==> src/rtl/pipelined_barrel_shifter.sv <==
// rtl/pipelined_barrel_shifter.sv - pipelined SLL/SRL/SRA/ROR barrel shifter, one log2 stage per register
// Optional feature macro: BARREL_SHIFT_OVF_EN (SLL lost-bit accumulator driving out_ovf).
// Stage k applies a shift of 2^k when shamt[k] is set. Every stage carries its own
// copy of op, shamt, captured sign and valid so beats in flight never interact.
// The whole pipe advances together; a stalled output freezes every stage.
module pipelined_barrel_shifter #(
  parameter int WIDTH = 32,
  parameter int LOG2W = $clog2(WIDTH)
) (
  input  logic             clock,
  input  logic             reset_n,
  input  logic             in_valid,
  output logic             in_ready,
  input  logic [WIDTH-1:0] in_data,
  input  logic [LOG2W-1:0] in_shamt,
  input  logic [1:0]       in_op,
  output logic             out_valid,
  input  logic             out_ready,
  output logic [WIDTH-1:0] out_data,
  output logic             out_zero,
  output logic             out_ovf
);

  localparam logic [1:0] OP_SLL = 2'b00;
  localparam logic [1:0] OP_SRL = 2'b01;
  localparam logic [1:0] OP_SRA = 2'b10;
  localparam logic [1:0] OP_ROR = 2'b11;

  // Chain index 0 is the input port, index k+1 is the register bank of stage k.
  logic [LOG2W:0][WIDTH-1:0] c_data;
  logic [LOG2W:0][1:0]       c_op;
  logic [LOG2W:0][LOG2W-1:0] c_shamt;
  logic [LOG2W:0]            c_sign;
  logic [LOG2W:0]            c_valid;
`ifdef BARREL_SHIFT_OVF_EN
  logic [LOG2W:0]            c_ovf;
`endif

  logic stall;
  logic unused_tail;

  // A held result at the output freezes the entire pipeline, bubbles included.
  assign stall    = out_valid && !out_ready;
  assign in_ready = !stall;

  // The sign is sampled once at entry so SRA fill never depends on intermediate data.
  assign c_data[0]  = in_data;
  assign c_op[0]    = in_op;
  assign c_shamt[0] = in_shamt;
  assign c_sign[0]  = in_data[WIDTH-1];
  assign c_valid[0] = in_valid;
`ifdef BARREL_SHIFT_OVF_EN
  assign c_ovf[0]   = 1'b0;
`endif

  for (genvar k = 0; k < LOG2W; k++) begin : g_stage
    localparam int SH = 1 << k;

    logic [WIDTH-1:0] data_d,  data_q;
    logic [1:0]       op_d,    op_q;
    logic [LOG2W-1:0] shamt_d, shamt_q;
    logic             sign_d,  sign_q;
    logic             valid_d, valid_q;

    // Shift by 2^k when this stage's shamt bit is set, otherwise pass through.
    always_comb begin
      data_d  = c_data[k];
      op_d    = c_op[k];
      shamt_d = c_shamt[k];
      sign_d  = c_sign[k];
      valid_d = c_valid[k];
      if (c_shamt[k][k]) begin
        case (c_op[k])
          OP_SLL:  data_d = c_data[k] << SH;
          OP_SRL:  data_d = c_data[k] >> SH;
          OP_SRA:  data_d = {{SH{c_sign[k]}}, c_data[k][WIDTH-1:SH]};
          OP_ROR:  data_d = {c_data[k][SH-1:0], c_data[k][WIDTH-1:SH]};
          default: data_d = c_data[k];
        endcase
      end
    end

    // Stage register bank; holds its contents whenever the output is stalled.
    always_ff @(posedge clock or negedge reset_n) begin
      if (!reset_n) begin
        data_q  <= '0;
        op_q    <= '0;
        shamt_q <= '0;
        sign_q  <= 1'b0;
        valid_q <= 1'b0;
      end else if (!stall) begin
        data_q  <= data_d;
        op_q    <= op_d;
        shamt_q <= shamt_d;
        sign_q  <= sign_d;
        valid_q <= valid_d;
      end
    end

    assign c_data[k+1]  = data_q;
    assign c_op[k+1]    = op_q;
    assign c_shamt[k+1] = shamt_q;
    assign c_sign[k+1]  = sign_q;
    assign c_valid[k+1] = valid_q;

`ifdef BARREL_SHIFT_OVF_EN
    logic ovf_d, ovf_q;

    // Any set bit pushed past the MSB by a left shift marks the result as overflowed.
    always_comb begin
      ovf_d = c_ovf[k];
      if (c_shamt[k][k] && (c_op[k] == OP_SLL)) begin
        ovf_d = c_ovf[k] | (|c_data[k][WIDTH-1 -: SH]);
      end
    end

    // Overflow accumulator travels with its beat.
    always_ff @(posedge clock or negedge reset_n) begin
      if (!reset_n) begin
        ovf_q <= 1'b0;
      end else if (!stall) begin
        ovf_q <= ovf_d;
      end
    end

    assign c_ovf[k+1] = ovf_q;
`endif

    if (k == LOG2W - 1) begin : g_last
      logic zero_d, zero_q;

      // Zero flag computed from the final stage's next data so it adds no latency;
      // gated by valid so an empty pipe reports zero=0.
      always_comb begin
        zero_d = valid_d && (data_d == '0);
      end

      // Zero flag register alongside the final data register.
      always_ff @(posedge clock or negedge reset_n) begin
        if (!reset_n) begin
          zero_q <= 1'b0;
        end else if (!stall) begin
          zero_q <= zero_d;
        end
      end

      assign out_zero = zero_q;
    end
  end

  assign out_valid = c_valid[LOG2W];
  assign out_data  = c_data[LOG2W];

`ifdef BARREL_SHIFT_OVF_EN
  assign out_ovf = c_ovf[LOG2W];
`else
  assign out_ovf = 1'b0;
`endif

  // Control fields of the last stage have no consumer once the result is formed.
  assign unused_tail = ^{c_op[LOG2W], c_shamt[LOG2W], c_sign[LOG2W]};

endmodule
==> config.mk <==
export PLATFORM = sky130hd
export DESIGN_NAME = pipelined_barrel_shifter
export DESIGN_NICKNAME = d
export VERILOG_FILES = /design/src/rtl/pipelined_barrel_shifter.sv
export SDC_FILE = /design/constraint.sdc
export NUM_CORES = 1
export LEC_CHECK = 0
export BUFFER_PORTS_ARGS = -buffer_cell sky130_fd_sc_hd__clkbuf_2
export CAP_MARGIN = 15
export CORE_MARGIN = 4
export CORE_UTILIZATION = 50
export CTS_CLUSTER_SIZE = 10
export DETAILED_ROUTE_END_ITERATION = 8
export PLACE_DENSITY = 0.68
export SYNTH_ARGS = -nofsm -noshare
export SYNTH_HDL_FRONTEND = slang
export SYNTH_SLANG_ARGS = --single-unit
export TNS_END_PERCENT = 30
==> constraint.sdc <==
create_clock -name clock -period 2.73 [get_ports clock]
set_input_delay 0.1365 -clock clock [delete_from_list [all_inputs] [get_ports clock]]
set_output_delay 0.1365 -clock clock [all_outputs]
set_load 0.03 [all_outputs]
==> run summary, run 1 <==
Die X -> 150 um
worst hold start -> in_data[14]
Mapped Cells -> 1314
Core Util, Final -> 57.0%
critical path's slowest cell -> dfrtp_1
multiplexer share of the synthesized area -> 1.39%
ANT cells -> 0
Final Instance Count excl. Fillers -> 1601
worst hold path type -> in -> reg
post-layout min period -> 2.15 ns
Synth cell types -> 38
Sequential Area -> 4700 sq um
pin count of the biggest net entering global routing -> 225
Synth async-reset ratio -> 100%
Pins Over Slew Limit -> 0
depth of the worst hold-timing path -> 3
placed cell area -> 10500 sq um
Max H-tree Level -> 4
Final Hold Vio Count -> 0
Inst Count DP -> 1562
largest family of logic cells by synthesized area -> simple AND/OR/NAND/NOR gates
worst vdd ir -> 565 uV
multi-input logic area -> 4820 sq um
Mapped Area -> 10100 sq um
syn_nets -> 1357
Fin Setup TNS -> 0 ns
syn_area_per_cell -> 7.67 sq um
Via Count -> 8983
M2 GR Usage -> 38.8%
CP Max Fanout -> 19
Seq/Total Area, Yosys -> 46.7%
CP bufs+invs -> 1
GRT Residual Overflow -> 0
Final period util -> 78.8%
clk_lat worst skew -> 0.44 ns
IO buf count -> 77
Post-Synth XOR/XNOR Area -> 0%
routability cong. -> 0.878
CP endpoint kind -> register
ANT nets after route -> 0
max_slew headroom -> 41.5%
GRT Max-Usage Layer -> met2
unrepaired setup endpoints after global routing -> false
root buffer selected by CTS -> clkbuf_16
nets@finish -> 1366
initial antenna violation count -> 0
family with the most delay on the worst path -> flip-flops
status -> finished clean
clk slew on worst S/H paths -> 0.07 ns
Ports -> 79
Reg-to-Reg Start -> g_stage[3].op_q[1]$_DFFE_PN0N_
TritonCTS clock tree -> built
layout cells sized above 1 -> 10.9%
Worst Skew -> 0.00934 ns
WP data arrival -> 2.50 ns
CP Launch Type -> register
Worst Reg-to-Reg Cells -> 6
CTS max path bufs -> 2
Core ar. -> 19700 sq um
register-to-register setup slack -> 0.58 ns
CTS buffer count -> 17
area delta synth->final -> 11.1%
compound-cell area share of the yosys netlist -> 21.3%
Finished Cell Area -> 11200 sq um
Peak Freq -> 0.465 GHz
yosys warns -> 0
critical path's largest stage delay -> 0.71 ns
CP Cell Sequence -> buf_12 -> mux2i_1 -> o221ai_1 -> nor4_2 -> nand4_1 -> o31ai_1
Max-cap violations -> 0
Resized cells post-CTS -> 0
total wire length -> 25200 um
global-route usage over all layers -> 23.5%
DR vias/cell -> 5.61
Post-synth EDFFs -> 0
reg2reg end -> out_zero$_DFFE_PN0N_
chip height -> 150 um
# DRC -> 0
WL/cell -> 15.8 um
pwr dens -> 1240 nW/um^2
Worst Path Required -> 3.08 ns
global-route wire length before repair -> 42700 um
Top FF cell, synth -> dfrtp_1
Initial DRC Count -> 500
Fillers -> 1937
GR Util met3 -> 2.76%
Worst Setup Path Type -> reg -> reg
CTS sink cnt -> 188
initial core utilization -> 51.3%
Synth Area in Simple Gates -> 25.0%
DRT Pass-1 Iters -> 5
FF+latch count, synth -> 188
die area -> 22500 sq um
actual slew at the worst max-slew pin -> 0.876 ns
vias in the first global route -> 8376
DP Wirelength -> 17600 um
Row Count -> 51
Adder-Cell Fraction of Synth Area -> 0%
met1 Track Usage GR -> 32.0%
hold endpoint -> g_stage[0].data_q[14]$_DFFE_PN0N_
Hold Slack -> 0.00948 ns
Finish-stage setup viols -> 0
P_leak -> 4.95 nW
[area by class of cell]
| type | count | share of cell area (%) |
|---|---|---|
| Clock buffer | 18 | 3.92 |
| Inverter | 12 | 0.402 |
| Multi-Input combinational cell | 999 | 43.0 |
| Sequential cell | 188 | 42.0 |
| Timing Repair Buffer | 105 | 5.98 |
| Clock inverter | 14 | 1.72 |
| Tap cell | 265 | 2.96 |
[flip-flops by register name, summed over array words and instances (netlist names)]
register,cells
out_zero,1
g_stage.valid_q,4
g_stage.op_q,8
g_stage.data_q,128
out_valid,1
out_data,32
g_stage.shamt_q,10
g_stage.sign_q,4
[cell families (layout without fill, tap and decap cells)]
group / count (synthesis) / after routing
multiplexers: 14 / 14
flip-flops: 188 / 188
AO/OA/AOI/OAI: 379 / 379
other: 1 / 1
AND/OR/NAND/NOR: 605 / 605
buffers and inverters: 127 / 149
[layout by cell type, fill, tap and decap left out, types with 14 or more instances in the layout]
| cell type | synthesis | final |
|---|---|---|
| o21ai_0 | 218 | 218 |
| clkbuf_2 | 0 | 76 |
| nand3_1 | 83 | 83 |
| nor2_1 | 48 | 48 |
| nand2_1 | 418 | 418 |
| clkbuf_16 | 0 | 17 |
| buf_4 | 3 | 17 |
| a22oi_1 | 15 | 15 |
| nor2b_1 | 15 | 14 |
| dfrtp_1 | 188 | 188 |
| a221oi_1 | 16 | 16 |
| a21oi_1 | 68 | 68 |
| a31oi_1 | 14 | 14 |
| mux2i_1 | 14 | 14 |
[how the worst max path moves through the flow]
| stage | from | to | slack [ns] | cells after the start |
|---|---|---|---|---|
| after floorplan | out_valid$_DFFE_PN0N_ | g_stage[0].data_q[31]$_DFFE_PN0N_ | 0.92 | 6 |
| after global placement | g_stage[3].op_q[1]$_DFFE_PN0N_ | out_zero$_DFFE_PN0N_ | 0.61 | 6 |
| after detailed placement | g_stage[3].op_q[1]$_DFFE_PN0N_ | out_zero$_DFFE_PN0N_ | 0.58 | 6 |
| after CTS | g_stage[3].op_q[1]$_DFFE_PN0N_ | out_zero$_DFFE_PN0N_ | 0.60 | 6 |
| after global routing | g_stage[3].op_q[1]$_DFFE_PN0N_ | out_zero$_DFFE_PN0N_ | 0.45 | 6 |
| final | g_stage[3].op_q[1]$_DFFE_PN0N_ | out_zero$_DFFE_PN0N_ | 0.58 | 6 |
[per-layer routing]
metal  part of all wire (%)  routed length, um  vias up
li1                       -                  -     4507
met1                     46              11500     4223
met2                     49              12300      211
met3                    3.3                826       42
met4                    2.3                583        0
met5                      0                  0        -
[timing repair]
item,4_1_cts,5_1_grt
hold buffers,7,0
setup endpoints to repair,0,0
setup buffers,0,0
endpoints found under the hold margin,71,0
[worst min-delay path: stages]
cell and delay (ns):
clkbuf_2 0.10, a21oi_1 0.06, o21ai_0 0.12
[Yosys cell counts (3+ instances only)]
cell	n	area share [%]
dfrtp_1	188	47
nand2b_1	7	0.43
nand2_1	418	16
buf_2	34	1.7
a22oi_1	15	1.1
o211ai_1	10	0.74
a31oi_1	14	0.87
nand3_1	83	4.1
o221ai_1	7	0.61
clkbuf_1	70	2.6
nor2_2	3	0.19
or2_2	7	0.43
a21oi_1	68	3.4
buf_1	4	0.15
nor2_1	48	1.8
o22ai_1	4	0.25
buf_6	3	0.34
nand4_1	12	0.74
inv_1	9	0.34
a211oi_1	12	0.89
mux2i_1	14	1.4
nor4_1	7	0.43
a221oi_1	16	1.4
buf_4	3	0.22
nor2b_1	15	0.93
a21o_1	12	0.89
o21ai_0	218	11
[stage by stage]
step	worst slack, ns	total power [mW]
after floorplan	0.919	9.61
after global placement	0.608	11.2
after detailed placement	0.584	11.3
after CTS	0.598	14.0
after global routing	0.450	15.1
final	0.580	13.9
[power breakdown]
part,internal (mW),switching [mW],leakage (nW)
combinational,2.08,3.66,2.34
clock,1.56,1.09,0.314
sequential,4.06,1.49,2.29
total,7.71,6.24,4.95
Power figures use the tool's default switching activity.
==> run 2: changes to the inputs <==
--- a/config.mk
+++ b/config.mk
@@ -11,7 +11,7 @@
 export CORE_UTILIZATION = 50
 export CTS_CLUSTER_SIZE = 10
 export DETAILED_ROUTE_END_ITERATION = 8
-export PLACE_DENSITY = 0.68
+export PLACE_DENSITY = 0.71
 export SYNTH_ARGS = -nofsm -noshare
 export SYNTH_HDL_FRONTEND = slang
 export SYNTH_SLANG_ARGS = --single-unit
==> constraint.sdc (replaced) <==
create_clock -name clock -period 1.8 [get_ports clock]
set_input_delay 0.09 -clock clock [delete_from_list [all_inputs] [get_ports clock]]
set_output_delay 0.09 -clock clock [all_outputs]
set_load 0.03 [all_outputs]
==> run 2 against run 1 <==
  * Global-route usage is 0.54 points higher
  * Combinational power is 74% higher
  * Wire length is 4.1% higher
  * Non-clock buffer count is 61 higher
  * Via count is 3.9% higher
  * Critical path type unchanged
  * Largest power group unchanged
==> run summary, run 2 (synthesis results as in run 1) <==
WL/cell -> 15.8 um (+0.24%)
max_slew headroom -> 64.9% (+23 points)
root buffer selected by CTS -> clkbuf_16
post-layout min period -> 1.74 ns (-0.412 ns)
clk slew on worst S/H paths -> 0.07 ns (about the same)
CP bufs+invs -> 1 (unchanged)
Ports -> 79 (unchanged)
Final period util -> 96.6% (+18 points)
clk_lat worst skew -> 0.44 ns (about the same)
Worst Path Required -> 2.15 ns (-0.93 ns)
Worst Reg-to-Reg Cells -> 6 (unchanged)
CTS sink cnt -> 188 (unchanged)
critical path's slowest cell -> dfrtp_2
GR Util met3 -> 3.76% (+1.0 points)
TritonCTS clock tree -> built
CP Launch Type -> register
CTS max path bufs -> 2 (unchanged)
Hold Slack -> 0.00694 ns (-0.00254 ns)
Max H-tree Level -> 4 (unchanged)
met1 Track Usage GR -> 33.4% (+1.4 points)
total wire length -> 26300 um (+4.1%)
Max-cap violations -> 0 (unchanged)
pin count of the biggest net entering global routing -> 75 (-67%)
IO buf count -> 77 (unchanged)
Final Hold Vio Count -> 0 (unchanged)
DR vias/cell -> 5.61 (about the same)
commonest cells after routing, fill and taps aside -> 418 x nand2_1, 218 x o21ai_0, 187 x dfrtp_1, 83 x nand3_1, 76 x clkbuf_2
# DRC -> 0 (unchanged)
global-route wire length before repair -> 43500 um (+2.0%)
Worst path depth -> 6 (unchanged)
Fillers -> 1800 (-7.1%)
Peak Freq -> 0.575 GHz (+24%)
Via Count -> 9331 (+3.9%)
worst hold path type -> in -> reg
pwr dens -> 1860 nW/um^2 (+49%)
commonest non-fill, non-tap cell in the layout -> nand2_1
CP startpoint -> g_stage[3].op_q[1]$_DFFE_PN0N_
routability cong. -> 0.893 (+1.7%)
vias in the first global route -> 8479 (+1.2%)
reg2reg end -> out_zero$_DFFE_PN0N_
layout cells sized above 1 -> 13.3% (+2.4 points)
status -> finished clean
Finish-stage setup viols -> 0 (unchanged)
max FFs per register -> 128 (unchanged)
GRT Max-Usage Layer -> met2
M2 GR Usage -> 38.8% (about the same)
WP data arrival -> 2.08 ns (-0.42 ns)
CP endpoint kind -> register
area delta synth->final -> 18.4%
GRT Residual Overflow -> 0 (unchanged)
Reg-to-Reg Start -> g_stage[3].op_q[1]$_DFFE_PN0N_
Pins Over Slew Limit -> 0 (unchanged)
P_leak -> 5.29 nW (+6.8%)
Row Count -> 51 (unchanged)
die area -> 22500 sq um (unchanged)
post-layout total power -> 22.2 mW (+59%)
initial core utilization -> 51.3% (unchanged)
Worst Setup Path Type -> reg -> reg
critical path's largest stage delay -> 0.50 ns (-0.21 ns)
CP Max Fanout -> 5 (-14)
ANT nets after route -> 0 (unchanged)
Critical Path Sink -> out_zero$_DFFE_PN0N_
unrepaired setup endpoints after global routing -> true
worst slack at placement -> -0.0102 ns (-0.595 ns)
CP Cell Sequence -> buf_12 -> mux2i_1 -> o221ai_2 -> nor4_2 -> nand4_1 -> o31ai_1
register-to-register setup slack -> 0.06 ns (-0.52 ns)
placed cell area -> 10900 sq um (+3.4%)
nets@finish -> 1427 (+4.5%)
Core Util, Final -> 60.7% (+3.8 points)
family with the most delay on the worst path -> flip-flops
Core ar. -> 19700 sq um (unchanged)
global-route usage over all layers -> 24.0% (+0.54 points)
chip height -> 150 um (unchanged)
worst vdd ir -> 773 uV (+37%)
Die X -> 150 um (unchanged)
ANT cells -> 0 (unchanged)
Finished Cell Area -> 11900 sq um (+6.6%)
Worst Skew -> 0.0153 ns (+0.00599 ns)
actual slew at the worst max-slew pin -> 0.527 ns (-0.349 ns)
CTS buffer count -> 17 (unchanged)
DRT Pass-1 Iters -> 7 (+2)
initial antenna violation count -> 0 (unchanged)
Initial DRC Count -> 825 (+65%)
DP Wirelength -> 18100 um (+2.7%)
Final WS setup -> 0.0619 ns (-0.518 ns)
Largest Register -> g_stage.data_q
## run 2: cell type report
cell class / count / area, sq um / area share, %
Clock buffer: 17 / 425 / 3.56
Clock inverter: 15 / 201 / 1.69
Inverter: 12 / 50.0 / 0.419
Multi-Input combinational cell: 999 / 4850 / 40.6
Sequential cell: 188 / 4710 / 39.4
Tap cell: 265 / 332 / 2.78
Timing Repair Buffer: 166 / 1380 / 11.5
## run 2: where the power goes
group          total (mW)  internal [mW]  switching (mW)
clock                3.95           2.13            1.82
combinational        10.0           3.90            6.14
sequential           8.19           6.16            2.03
## run 2: worst min path at each step
stage / start / to / slack (ns) / cells after the start
finish: in_data[4] / g_stage[0].data_q[4]$_DFFE_PN0N_ / 0.007 / 3
global route: in_data[9] / g_stage[0].data_q[9]$_DFFE_PN0N_ / 0.01 / 3
CTS: in_data[4] / g_stage[0].data_q[4]$_DFFE_PN0N_ / 0.0005 / 3
detailed placement: reset_n / g_stage[2].data_q[20]$_DFFE_PN0N_ / 0.10 / 1
global placement: reset_n / g_stage[2].data_q[5]$_DFFE_PN0N_ / 0.10 / 1
floorplan: reset_n / g_stage[0].data_q[0]$_DFFE_PN0N_ / -0.21 / 0
## run 2: through the flow
step | std cells | TNS, ns
after floorplan | 1314 | 0
after global placement | 1592 | 0
after detailed placement | 1592 | -0.0102
after CTS | 1658 | 0
after global routing | 1662 | -0.0509
final | 1662 | 0
## run 2: layer usage
layer,up-vias,wire [um]
met5,-,0
met4,0,666
met3,49,1370
met2,295,12500
met1,4349,11700
li1,4638,-
## run 2: repair_timing
item	4_1_cts	5_1_grt
hold buffers	34	0
setup endpoints to repair	1	2
cloned	0	3
pin swaps	0	3
buffers inserted	0	1
gates resized for setup	1	7
hold endpoints to repair	83	0
## run 2: tightest hold or removal path, cell delays in order
cell      delay, ns
clkbuf_2       0.10
a21oi_1        0.06
o21ai_0        0.16
==> run 3: changes to the inputs <==
--- a/config.mk
+++ b/config.mk
@@ -11,7 +11,7 @@
 export CORE_UTILIZATION = 50
 export CTS_CLUSTER_SIZE = 10
 export DETAILED_ROUTE_END_ITERATION = 8
-export PLACE_DENSITY = 0.71
+export PLACE_DENSITY = 0.73
 export SYNTH_ARGS = -nofsm -noshare
 export SYNTH_HDL_FRONTEND = slang
 export SYNTH_SLANG_ARGS = --single-unit
==> run 3 against run 2 <==
  * Clock skew decreased by 0.0049 ns
  * First-iteration DRC count decreased by 9.3%
  * Count of clock-buffer cells in the layout increased by 2
  * Combinational power about the same
  * Sequential power increased by 0.5%
  * Critical path type unchanged
  * Largest power group unchanged
  * Highest routed layer unchanged
==> run summary, run 3 (synthesis results as in run 1) <==
CTS buffer count -> 17 (unchanged)
routability cong. -> 0.844 (-5.6%)
WL/cell -> 15.3 um (-2.9%)
DR vias/cell -> 5.58 (-0.66%)
initial antenna violation count -> 0 (unchanged)
Inst Count DP -> 1588 (-0.25%)
CTS sink cnt -> 188 (unchanged)
Fillers -> 1838 (+2.1%)
unrepaired setup endpoints after global routing -> false
Worst Skew -> 0.0104 ns (-0.00489 ns)
met3 WL -> 990 um (-28%)
TritonCTS clock tree -> built
post-layout min period -> 1.74 ns (+0.00109 ns)
CP Cell Sequence -> buf_12 -> buf_4 -> nand2_1 -> a21oi_1 -> o22ai_2 -> nand4_1 -> o31ai_1
pin count of the biggest net entering global routing -> 96 (+28%)
layout cells sized above 1 -> 13.4% (+0.057 points)
CP Max Fanout -> 14 (+9)
initial core utilization -> 51.3% (unchanged)
global-route usage over all layers -> 22.9% (-1.1 points)
DRT Pass-1 Iters -> 5 (-2)
WP data arrival -> 2.08 ns (about the same)
GRT Residual Overflow -> 0 (unchanged)
Core ar. -> 19700 sq um (unchanged)
max_slew headroom -> 65.3% (+0.44 points)
ANT nets after route -> 0 (unchanged)
nets@finish -> 1422 (-0.35%)
pwr dens -> 1840 nW/um^2 (-0.80%)
Peak Freq -> 0.575 GHz (about the same)
clk slew on worst S/H paths -> 0.07 ns (about the same)
total wire length -> 25400 um (-3.2%)
DP Wirelength -> 17700 um (-2.0%)
root buffer selected by CTS -> clkbuf_16
CP Launch Type -> register
IO buf count -> 77 (unchanged)
routed wl met2 -> 12400 um (-0.30%)
Max H-tree Level -> 4 (unchanged)
commonest non-fill, non-tap cell in the layout -> nand2_1
vias in the first global route -> 8238 (-2.8%)
post-layout total power -> 21.8 mW (-1.7%)
Fin Setup TNS -> 0 ns (unchanged)
Worst Path Required -> 2.14 ns (about the same)
Final Hold Vio Count -> 0 (unchanged)
worst hold path type -> in -> reg
chip height -> 150 um (unchanged)
Worst Setup Path Type -> reg -> reg
Finish-stage setup viols -> 0 (unchanged)
Final Instance Count excl. Fillers -> 1656 (-0.36%)
Ports -> 79 (unchanged)
CP endpoint kind -> register
Largest Register -> g_stage.data_q
# DRC -> 0 (unchanged)
CTS max path bufs -> 2 (unchanged)
P_leak -> 5.24 nW (-0.92%)
Die X -> 150 um (unchanged)
Row Count -> 51 (unchanged)
clk_lat worst skew -> 0.43 ns (about the same)
die area -> 22500 sq um (unchanged)
global-route wire length before repair -> 41600 um (-4.5%)
ANT cells -> 0 (unchanged)
Pins Over Slew Limit -> 0 (unchanged)
wl on met1 -> 11600 um (-0.89%)
Via Count -> 9236 (-1.0%)
worst vdd ir -> 883 uV (+14%)
status -> finished clean
commonest cells after routing, fill and taps aside -> 418 x nand2_1, 218 x o21ai_0, 185 x dfrtp_1, 83 x nand3_1, 76 x clkbuf_2
critical path's largest stage delay -> 0.45 ns (-0.05 ns)
Initial DRC Count -> 748 (-9.3%)
Max Used Layer -> met4
max FFs per register -> 128 (unchanged)
critical path's slowest cell -> dfrtp_2
Final period util -> 96.6% (about the same)
Max-cap violations -> 0 (unchanged)
area delta synth->final -> 17.4%
actual slew at the worst max-slew pin -> 0.521 ns (-0.00654 ns)
[run 3: cell count changes in the layout (fill, tap and decap cells not counted), sizes merged]
cell         before  now
clkinv            5    4
inv              18   16
buf              52   50
dlygate4sd3      34   33
clkinvlp          2    1
bufinv            2    3
[run 3: worst paths after layout]
check	from	to	slack, ns	cells past startpoint
max in group asynchronous	reset_n	g_stage[3].sign_q$_DFFE_PN0N_	0.93	3
min in group asynchronous	reset_n	g_stage[2].data_q[16]$_DFFE_PN0N_	0.20	2
worst min register to register	out_data[18]$_DFFE_PN0N_	out_data[18]$_DFFE_PN0N_	0.46	2
worst max-delay path	g_stage[3].op_q[1]$_DFFE_PN0N_	out_zero$_DFFE_PN0N_	0.06	7
worst min-delay path	in_data[0]	g_stage[0].data_q[0]$_DFFE_PN0N_	0.02	3
worst max register to register	g_stage[3].op_q[1]$_DFFE_PN0N_	out_zero$_DFFE_PN0N_	0.06	7
[run 3: report_power, final]
part | switching (mW) | internal (mW) | leakage, nW
Combinational | 5.94 | 3.75 | 2.65
Sequential | 2.06 | 6.17 | 2.29
Clock | 1.65 | 2.24 | 0.295
[run 3: area by class of cell]
class | count | area [sq um] | share of cell area (%)
Tap cell | 265 | 332 | 2.80
Timing Repair Buffer | 161 | 1270 | 10.8
Multi-Input combinational cell | 999 | 4870 | 41.1
Inverter | 12 | 45.0 | 0.381
Sequential cell | 188 | 4710 | 39.8
Clock inverter | 12 | 160 | 1.35
Clock buffer | 19 | 443 | 3.74
[run 3: repair_timing]
action	CTS	global route
buffers inserted	0	3
hold buffers	33	0
hold endpoints to repair	83	0
setup endpoints to repair	0	3
resized for setup	0	12
[run 3: critical path, delay by kind of cell, from the launching register on]
kind / cells / cell delay (ns)
buffers and inverters: 2 / 0.32
AND/OR/NAND/NOR: 2 / 0.33
AO/OA/AOI/OAI: 3 / 0.54
flip-flops: 1 / 0.45
[run 3: metrics by stage]
stage                     cell area, sq um  worst slack [ns]  utilization (%)  hold WS [ns]
after floorplan                      10100             0.151                -        -0.206
after global placement               10800            0.0682             54.9        0.0963
after detailed placement             10800            0.0264             54.9        0.0993
after CTS                            11700            0.0183             59.7       0.00334
after global routing                 11800           0.00169             60.2        0.0135
final                                11800            0.0608             60.2        0.0158
[run 3: per-layer routing]
| metal | global-route usage [%] | up-vias |
|---|---|---|
| li1 | - | 4619 |
| met5 | 0 | - |
| met2 | 38.0 | 238 |
| met1 | 31.7 | 4352 |
| met4 | 5.81 | 0 |
| met3 | 3.54 | 27 |
